File: config.mk
export PLATFORM = sky130hd
export DESIGN_NAME = mem_port_arbiter
export DESIGN_NICKNAME = d
export VERILOG_FILES = /design/src/rtl/mem_port_arbiter.sv
export SDC_FILE = /design/constraint.sdc
export NUM_CORES = 1
export LEC_CHECK = 0
export ABC_AREA = 1
export CORE_MARGIN = 2
export CORE_UTILIZATION = 44
export DETAILED_ROUTE_END_ITERATION = 10
export HOLD_SLACK_MARGIN = 0.06
export PLACE_DENSITY = 0.86
export SKIP_LAST_GASP = 1
export SYNTH_ARGS = -nofsm -noshare
export SYNTH_HDL_FRONTEND = slang
export SYNTH_SLANG_ARGS = --single-unit
File: constraint.sdc
create_clock -name clk -period 2.4 [get_ports clk]
set_clock_uncertainty 0.1 [all_clocks]
set_input_delay 0.48 -clock clk [delete_from_list [all_inputs] [get_ports clk]]
set_output_delay 0.48 -clock clk [all_outputs]
set_load 0.005 [all_outputs]
File: src/rtl/mem_port_arbiter.sv
// Round-robin arbiter sharing one memory port between the core (C) and the
// loader/debug path (L); registered memory strobes and fixed-latency read return.
module mem_port_arbiter #(
   parameter int ADDR_W      = 32,
   parameter int DATA_W      = 32,
   parameter int MEM_LATENCY = 1
) (
   input  logic              clk,
   input  logic              reset,
   input  logic              c_req,
   input  logic              c_we,
   input  logic [ADDR_W-1:0] c_addr,
   input  logic [DATA_W-1:0] c_wdata,
   output logic              c_gnt,
   output logic              c_rvalid,
   output logic [DATA_W-1:0] c_rdata,
   input  logic              l_req,
   input  logic              l_we,
   input  logic [ADDR_W-1:0] l_addr,
   input  logic [DATA_W-1:0] l_wdata,
   output logic              l_gnt,
   output logic              l_rvalid,
   output logic [DATA_W-1:0] l_rdata,
   output logic              mem_en,
   output logic              mem_we,
   output logic [ADDR_W-1:0] mem_addr,
   output logic [DATA_W-1:0] mem_wdata,
   input  logic [DATA_W-1:0] mem_rdata,
   output logic              busy,
   output logic [1:0]        state_dbg
);

   if (MEM_LATENCY < 1 || MEM_LATENCY > 7) begin : g_bad_latency
      $fatal(1, "mem_port_arbiter: MEM_LATENCY must be in 1..7");
   end

   typedef enum logic [1:0] {
      IDLE   = 2'd0,
      ACCESS = 2'd1,
      WAIT   = 2'd2,
      RESP   = 2'd3
   } state_t;

   state_t     state;
   logic       last_grant;   // 1 = loader was granted most recently
   logic [2:0] lat_cnt;
   logic       any_req;
   logic       pick_l;

   // Handshake: a requester holds req and payload until it sees its one-cycle
   // gnt; req still high on the following cycle counts as a fresh request.
   // Requests are only sampled in IDLE and RESP.
   assign any_req   = c_req | l_req;
   assign pick_l    = l_req & (~c_req | ~last_grant);
   assign state_dbg = state;

   always_ff @(posedge clk or negedge reset) begin
      if (!reset) begin
         state      <= IDLE;
         last_grant <= 1'b1;
         lat_cnt    <= 3'd0;
         c_gnt      <= 1'b0;
         l_gnt      <= 1'b0;
         c_rvalid   <= 1'b0;
         l_rvalid   <= 1'b0;
         c_rdata    <= '0;
         l_rdata    <= '0;
         mem_en     <= 1'b0;
         mem_we     <= 1'b0;
         mem_addr   <= '0;
         mem_wdata  <= '0;
         busy       <= 1'b0;
      end else begin
         c_gnt    <= 1'b0;
         l_gnt    <= 1'b0;
         c_rvalid <= 1'b0;
         l_rvalid <= 1'b0;
         mem_en   <= 1'b0;
         mem_we   <= 1'b0;
         case (state)
            IDLE, RESP: begin
               if (any_req) begin
                  state      <= ACCESS;
                  busy       <= 1'b1;
                  mem_en     <= 1'b1;
                  last_grant <= pick_l;
                  if (pick_l) begin
                     l_gnt     <= 1'b1;
                     mem_we    <= l_we;
                     mem_addr  <= l_addr;
                     mem_wdata <= l_wdata;
                  end else begin
                     c_gnt     <= 1'b1;
                     mem_we    <= c_we;
                     mem_addr  <= c_addr;
                     mem_wdata <= c_wdata;
                  end
               end else begin
                  state <= IDLE;
                  busy  <= 1'b0;
               end
            end
            ACCESS: begin
               // mem_we still holds the direction of the access being issued
               if (mem_we) begin
                  state <= IDLE;
                  busy  <= 1'b0;
               end else begin
                  state   <= WAIT;
                  lat_cnt <= 3'(MEM_LATENCY - 1);
               end
            end
            WAIT: begin
               if (lat_cnt == 3'd0) begin
                  state <= RESP;
                  if (last_grant) begin
                     l_rdata  <= mem_rdata;
                     l_rvalid <= 1'b1;
                  end else begin
                     c_rdata  <= mem_rdata;
                     c_rvalid <= 1'b1;
                  end
               end else begin
                  lat_cnt <= lat_cnt - 3'd1;
               end
            end
            default: state <= IDLE;
         endcase
      end
   end

endmodule

==> Word level (Yosys, flattened, before mapping) <==
Cells that the tools add are included.
{ "word_totals": {"reg_bits": 141, "word_cells": 65, "input_bits": 166, "out_inout_bits": 137} }
{ "op_classes": {"n_reduce_logical": 10, "bitwise": 5, "add_sub_neg": 1, "n_eq_ne": 7, "muxes": 28} }
{ "op_table": {"columns": ["cell", "n"], "rows": [
  ["$mux 32", 2],
  ["$mux 1", 19],
  ["$reduce_and 3->1", 3],
  ["$ne 2x2->1 const B", 4],
  ["$mux 3", 2],
  ["$pmux 2 s3", 1],
  ["$pmux 3 s2", 1],
  ["$eq 2x2->1 const B", 2],
  ["$mux 2", 2],
  ["$reduce_and 2->1", 2],
  ["$reduce_bool 2->1", 2],
  ["$logic_not 3->1", 1],
  ["$sub 3x1->3 const B", 1],
  ["$eq 2x1->1 const B", 1],
  ["$logic_not 2->1", 1],
  ["$not 1->1", 2],
  ["$or 1x1->1", 2],
  ["$pmux 1 s2", 1],
  ["$reduce_or 2->1", 1],
  ["$and 1x1->1", 1]
]} }

==> Logic depth before layout (Yosys ltp) <==
Gate-level depths: netlist of the first run.
{ "logic_depth": {"depth_word": 6, "mapped_depth": 10, "ltp_nobuf": 8} }

==> Least setup slack after synthesis of the first run <==
Ideal clock, no wire load.
{ "synth_path": {"kind": "flip-flop to flip-flop", "from": "reg lat_cnt[0]", "to": "reg c_rdata[23]", "setup_slack_ns": 0.838, "t_arrival_ns": 1.385, "setup_time_ns": 0.077, "stages_incl_launch_ff": 11, "synth_period_minus_slack_ns": 1.562, "n_path_buf": 2, "cell_sequence": "dfrtp_1 inv_1 ha_1 ha_1 nand2_1 inv_2 nand2_1 buf_2 buf_2 nand2_1 o21ai_1"} }
{ "synth_via": {"elab_chain_cells": 2} }
{ "synth_rtl": {"columns": ["element", "line", "rtl"], "rows": [
  ["start, declared", "46", "logic [2:0] lat_cnt;"],
  ["start signal, assigned", "110", "lat_cnt <= 3'(MEM_LATENCY - 1);"],
  ["start signal, assigned", "124", "lat_cnt <= lat_cnt - 3'd1;"],
  ["$logic_not 3->1", "114", "if (lat_cnt == 3'd0) begin"],
  ["$reduce_and 3->1 (no line)", null, null],
  ["end signal, assigned", "120", "c_rdata <= mem_rdata;"],
  ["end, declared", "16", "output logic [DATA_W-1:0] c_rdata,"]
]} }
No other way between the ends.
A chain may end at the register's enable or synchronous reset.

==> Final worst setup path of the first run <==
{ "layout_path": {"from": "reg c_rdata[11]", "to": "out c_rdata[11]"} }
No word-level cell between the ends.

==> results of run 1 <==
==> power groups by stage <==
stage	logic (mW)	clock network, mW	registers (mW)
2_1_floorplan	2.38	0	4.27
3_3_place_gp	5.76	0	4.18
3_5_place_dp	5.89	0	4.22
4_1_cts	5.95	2.86	4.22
5_1_grt	6.40	2.97	4.34
6_report	5.91	2.82	4.22
==> cell type report <==
cell class,count,area (um2),share of cell area (%)
sequential,141,3530,35.7
timing repair buffer,318,3240,32.8
multi-input combinational,423,2070,21.0
clock buffer,21,480,4.86
tap,176,220,2.23
inverter,47,176,1.78
clock inverter,10,161,1.63
==> layout by cell type (no fill, tap or decap), drive strengths merged, types with 7 or more instances in the layout <==
| cell type | instances |
|---|---|
| buf | 17 |
| clkbuf | 21 |
| clkdlybuf4s50 | 300 |
| dfrtp | 140 |
| inv | 47 |
| nand2 | 144 |
| nand3 | 132 |
| nand4 | 64 |
| nor2 | 7 |
| o21ai | 70 |
==> state kept, by name, indices dropped and copies added (netlist names), 2 cells and up <==
signal and count:
c_rdata 32, l_rdata 32, mem_addr 32, mem_wdata 32, lat_cnt 3, state_dbg 2
==> timing repair <==
| action | in CTS | in global routing |
|---|---|---|
| setup buffers | 0 | 0 |
| endpoints found under the hold margin | 49 | 0 |
| hold buffers | 1 | 0 |
| resized for setup | 0 | 0 |
==> final timing paths <==
check / start / to / cells after the start
setup / recovery: c_rdata[11]$_DFFE_PN0P_ / c_rdata[11] / 1
hold / removal: l_req / mem_wdata[9]$_DFFE_PN0P_ / 3
setup reg to reg: state_dbg[0]$_DFFE_PN0P_ / mem_addr[13]$_DFFE_PN0P_ / 5
hold reg to reg: c_rdata[21]$_DFFE_PN0P_ / c_rdata[21]$_DFFE_PN0P_ / 2
max in group asynchronous: reset / last_grant$_DFFE_PN1P_ / 3
min in group asynchronous: reset / l_rdata[25]$_DFFE_PN0P_ / 2
==> through the flow <==
step                      instance area [um2]  instances
after floorplan                          6040        667
after global placement                   9230       1104
after detailed placement                 9230       1104
after CTS                                9880       1136
after global routing                     9880       1136
final                                    9880       1136
==> logic make-up (layout without fill, tap and decap cells) <==
family,after synthesis,count (layout),share of synthesized area (%)
DFF,141,141,58.4
AOI/OAI and AO/OA,72,72,6.05
buffers and inverters,103,396,7.69
and+or+nand+nor,347,347,27.0
adders and majority gates,4,4,0.829
==> routing by layer <==
metal	track usage, %	part of all wire (%)	up-vias
li1	-	-	2840
met2	46.3	49	362
met5	0	0	-
met4	13.1	4.1	0
met1	32.4	37	2856
met3	8.22	9.4	48
==> reports/metrics.csv, run 1 <==
stage;metric;value;unit
outcome;outcome;finished clean;
logic_synthesis;#FFs+latches synth;141;
die;core area;13300;um2
setup_path;Worst Setup End Kind;output port;
logic_synthesis;top-count cell post-synth;nand2_1;
logic_synthesis;top post-synthesis cells by count;nand2_1, dfrtp_1, nand3_1, o21ai_1, nand4_1;
die;chip width;121;um
setup_path;CP max stage delay;0.53;ns
logic_synthesis;ys flop type;dfrtp_1;
logic_synthesis;Ys Warns;0;
finish;Antenna diodes;0;
place;RePlAce Congestion;0.865;
sta;Final Cycle Share;80.9;%
logic_synthesis;Async S/R FF share, synth;100;%
pwr;Flop pwr share;32.6;%
finish;fill count;936;
sta;Max Clk Rate;515;MHz
sta;setup_tns;0;ns
die;row count;42;
route;total number of vias;6106;
setup_path;reg-to-reg setup timing slack;0.46;ns
logic_synthesis;Synth cell types;19;
logic_synthesis;sequential area share after synthesis;58.4;%
die;Initial Util;45.2;%
min_path;Hold Path Class;primary input to flop;
pwr;Peak VDD IR;0.575;mV
global_route;first-pass GRT wire length;31.3;mm
setup_path;critical path class;flop to output port;
cts;root buf cell;clkbuf_16;
route;Routed Antenna Nets;0;
setup_path;Critical Path AT;1.36;ns
pwr;sw frac;33.8;%
job;Max-Cap Viols;0;
logic_synthesis;post-synth top area cell;dfrtp_1;
finish;layout net count;1118;
route;Via density;5.38;
logic_synthesis;Yosys top cell area share;58.0;%
route;DRT Pass-1 Iters;5;
sta;final hold slack;0.328;ns
logic_synthesis;Avg Inst Size Synth;9.05;um2
global_route;gr usage total;27.6;%
pwr;clock power share;21.8;%
place;I/O Buffers;302;
route;drt wl/cell;17.8;um
die;DIE HEIGHT;121;um
place;worst slack at placement;0.420;ns
route;Post-Route WL;20.2;mm
pwr;Design Power;12.9;mW
sta;Slew @ Worst Pin;0.709;ns
route;DRC;0;
logic_synthesis;Synthesized Nets;837;
finish;Area growth, synth to finish;63.7;%
setup_path;critical path's slowest cell;clkdlybuf4s50_1;
sta;final setup fails;0;
setup_path;Cell Chain, Critical Path;clkdlybuf4s50_1;
sta;final hold violations;0;
pwr;Net Sw Power;4.38;mW
setup_path;Crit path max-delay family;buffers and inverters;
sta;relative slew slack;52.7;%
cts;clk_lat worst skew;0.41;ns
cts;clock-pin slew on the worst setup and hold paths;0.06;ns
setup_path;crit path buf inv count;1;
place;final HPWL from detailed placement;14.0;mm
setup_path;critical path data required time;1.82;ns
pwr;internal power;8.57;mW
logic_synthesis;mapped cell area;6040;um2
finish;share of cells above drive strength 1;6.15;%
sta;RSZ-0062 raised after global routing;false;
logic_synthesis;Post-synth EDFFs;0;
sta;Final min period;1.94;ns
route;Initial DRC Count;450;
sta;final setup margin;0.459;ns
setup_path;CP Launch Type;flop;
pwr;PD cells;1310;nW/um2
global_route;largest net degree at the start of global routing;65;
pwr;Gate power share;45.6;%
logic_synthesis;Synth Instances;667;
setup_path;CP Max Fanout;2;
cts;Sink Count;141;
cts;CTS tree;done;
global_route;number of global-route vias before repair;6042;
sta;Slew Viols, Final;0;
pwr;Static Leakage;4.47;nW
cts;clk buf depth;2;
finish;final core utilization;74.1;%
global_route;total grt overflow;0;
logic_synthesis;Area contributors post-synth;dfrtp_1, nand3_1, nand2_1, nand4_1, o21ai_1;
global_route;initial antenna violation count;0;
die;I/O Pins;303;
cts;H-tree lvl count;4;
cts;cts bufs inserted;17;
die;die area;14700;um2
(Power assumes the default switching activity.)
==> run 2: changes to the inputs <==
Settings changed: CORE_UTILIZATION 44 to 36, PLACE_DENSITY 0.86 to 0.75.
Clock period 2.4 ns to 1.6 ns, I/O delays scaled along.
==> run 2 against run 1 <==
  * The flow now finishes with violations (setup timing)
  * Combinational power increased by 65%
  * Die area increased by 21%
  * Sequential share of layout area decreased by 2.9 points
  * Final cell count increased by 9.4%
  * Hold slack got worse by 0.12 ns
  * Clock power increased by 43%
  * Register-to-register slack got worse by 0.50 ns
  * Sequential power increased by 49%
  * Routed wire length increased by 12%
  * Sequential cell count unchanged
  * Critical path type is now flop to flop
==> reports/metrics.csv, run 2 (same netlist as run 1, synthesis figures left out) <==
stage;metric;value;unit;change
outcome;outcome;complete, but fails checks;;was finished clean
outcome;failing checks;setup timing;;
cts;cts bufs inserted;17;;unchanged
min_path;Hold Crit Depth;3;;unchanged
cts;CTS tree;done;;unchanged
sta;Final min period;1.64;ns;
global_route;first-pass GRT wire length;33.4;mm;was 31.3 mm
setup_path;critical path's slowest cell;dfrtp_1;;was clkdlybuf4s50_1
global_route;largest net degree at the start of global routing;63;;was 65
sta;final hold slack;0.204;ns;was 0.328 ns
sta;Slew @ Worst Pin;0.427;ns;was 0.709 ns
place;Cell Area, Placed;9570;um2;was 9230 um2
setup_path;FF-to-FF Start;state_dbg[1]$_DFFE_PN0P_;;was state_dbg[0]$_DFFE_PN0P_
setup_path;critical path data required time;1.86;ns;was 1.82 ns
job;Max-Cap Viols;0;;unchanged
place;I/O Buffers;302;;unchanged
die;Initial Util;36.7;%;was 45.2%
sta;relative slew slack;71.5;%;was 52.7%
setup_path;Crit path max-delay family;buffers and inverters;;unchanged
route;Initial DRC Count;385;;was 450
finish;final instance area;10700;um2;was 9880 um2
setup_path;reg-to-reg setup timing slack;-0.04;ns;was 0.46 ns
route;Post-Route WL;22.5;mm;was 20.2 mm
setup_path;critical path class;flop to flop;;was flop to output port
die;DIE HEIGHT;134;um;was 121 um
setup_path;CP Max Fanout;8;;was 2
finish;share of cells above drive strength 1;15.9;%;was 6.15%
sta;Max Clk Rate;610;MHz;
min_path;Hold Path Class;primary input to flop;;unchanged
cts;Sink Count;141;;unchanged
global_route;initial antenna violation count;0;;unchanged
die;I/O Pins;303;;unchanged
cts;clk_lat worst skew;0.41;ns;about the same
setup_path;CP Launch Type;flop;;unchanged
pwr;Design Power;20.1;mW;was 12.9 mW
place;final HPWL from detailed placement;14.5;mm;was 14.0 mm
setup_path;crit path buf inv count;4;;was 1
sta;final setup margin;-0.0395;ns;was 0.459 ns
finish;final std cells w/o fill;1243;;was 1136
setup_path;most used cell, CP;nand3_2;;
die;row count;47;;was 42
finish;layout net count;1180;;was 1118
finish;Antenna diodes;0;;unchanged
die;core area;16500;um2;was 13300 um2
sta;RSZ-0062 raised after global routing;true;;was false
route;Routed Antenna Nets;0;;unchanged
cts;clock-pin slew on the worst setup and hold paths;0.06;ns;about the same
sta;setup_tns;-0.985;ns;was 0 ns
route;DRT Pass-1 Iters;4;;was 5
setup_path;Register-to-Register Path Depth;8;;was 5
sta;final hold violations;0;;unchanged
finish;final core utilization;65.3;%;was 74.1%
setup_path;Critical Path AT;1.90;ns;was 1.36 ns
pwr;PD cells;1870;nW/um2;was 1310 nW/um2
setup_path;Worst Setup End Kind;flop;;was output port
sta;Slew Viols, Final;0;;unchanged
place;placed cells;1172;;was 1104
global_route;number of global-route vias before repair;6259;;was 6042
sta;final setup fails;54;;was 0
pwr;Static Leakage;5.23;nW;was 4.47 nW
route;total number of vias;6394;;was 6106
setup_path;worst flop-to-flop path endpoint;mem_addr[5]$_DFFE_PN0P_;;was mem_addr[13]$_DFFE_PN0P_
cts;H-tree lvl count;4;;unchanged
finish;commonest non-fill, non-tap cell in the layout;clkdlybuf4s50_1;;unchanged
global_route;gr usage total;24.1;%;was 27.6%
min_path;Min-Delay Startpoint;l_req;;unchanged
setup_path;Cell Chain, Critical Path;buf_6 -> ha_4 -> inv_4 -> nor2_4 -> buf_12 -> clkbuf_16 -> nand3_2 -> nand3_2;;was clkdlybuf4s50_1
route;drt wl/cell;18.1;um;was 17.8 um
die;die area;17800;um2;was 14700 um2
finish;Area growth, synth to finish;78.0;%;was 63.7%
global_route;total grt overflow;0;;unchanged
sta;Final Cycle Share;102;%;
route;Via density;5.14;;was 5.38
place;RePlAce Congestion;0.848;;was 0.865
place;worst slack at placement;-0.203;ns;was 0.420 ns
pwr;Peak VDD IR;0.998;mV;was 0.575 mV
setup_path;CP max stage delay;0.39;ns;was 0.53 ns
route;DRC;0;;unchanged
die;chip width;134;um;was 121 um
min_path;Hold Path End;mem_wdata[6]$_DFFE_PN0P_;;was mem_wdata[9]$_DFFE_PN0P_
cts;clk buf depth;2;;unchanged
finish;commonest cells after routing, fill and taps aside;clkdlybuf4s50_1, dfrtp_1, dlygate4sd2_1;;was clkdlybuf4s50_1, nand2_1, dfrtp_1
cts;root buf cell;clkbuf_16;;unchanged
==> run 2: area by class of cell <==
cell class	instances	area (um2)
Multi-Input combinational cell	423	2310
Tap cell	220	275
Sequential cell	141	3530
Fill cell	1348	5720
Inverter	47	184
Timing Repair Buffer	380	3850
Clock buffer	19	443
Clock inverter	13	156
==> run 2: how the worst max path moves through the flow <==
stage / startpoint / to / slack (ns) / depth (start not counted)
after floorplan: lat_cnt[0]$_DFFE_PN0P_ / c_rdata[23]$_DFFE_PN0P_ / 0.04 / 10
after global placement: c_req / mem_we$_DFF_PN0_ / -0.15 / 6
after detailed placement: c_req / mem_we$_DFF_PN0_ / -0.20 / 6
after CTS: state_dbg[1]$_DFFE_PN0P_ / mem_wdata[4]$_DFFE_PN0P_ / -0.07 / 8
after global routing: state_dbg[1]$_DFFE_PN0P_ / mem_addr[2]$_DFFE_PN0P_ / -0.09 / 8
final: state_dbg[1]$_DFFE_PN0P_ / mem_addr[5]$_DFFE_PN0P_ / -0.04 / 8
==> run 2: timing repair <==
| item | CTS | global route |
|---|---|---|
| resized for setup | 150 | 59 |
| hold buffers | 1 | 0 |
| setup endpoints to repair | 147 | 119 |
| endpoints found under the hold margin | 96 | 0 |
| gates cloned | 4 | 6 |
| buffers inserted | 28 | 1 |
| pin swaps | 5 | 11 |
==> run 2: per-layer routing <==
layer  share of wire, %  track usage [%]  wire [um]  vias up
li1                   -                -          -     2972
met5                  0                0          0        -
met2                 50             41.3      11300      350
met3                9.4             6.96       2120       32
met4                2.0             7.98        456        0
met1                 38             29.2       8670     3040
==> run 2: power breakdown <==
group | leakage (nW) | switching [mW] | internal [mW] | total, mW
clock network | 0.281 | 1.66 | 2.38 | 4.04
registers | 1.72 | 0.945 | 5.34 | 6.28
logic | 3.23 | 4.78 | 4.98 | 9.76
==> run 2: worst reg2reg max path: cells and delay by family, from the launching register on <==
kind                     cells  cell delay (ns)
flip-flops                   1             0.39
adder cells (fa/ha/maj)      1             0.29
AND/OR/NAND/NOR              3             0.26
buffers and inverters        4             0.54
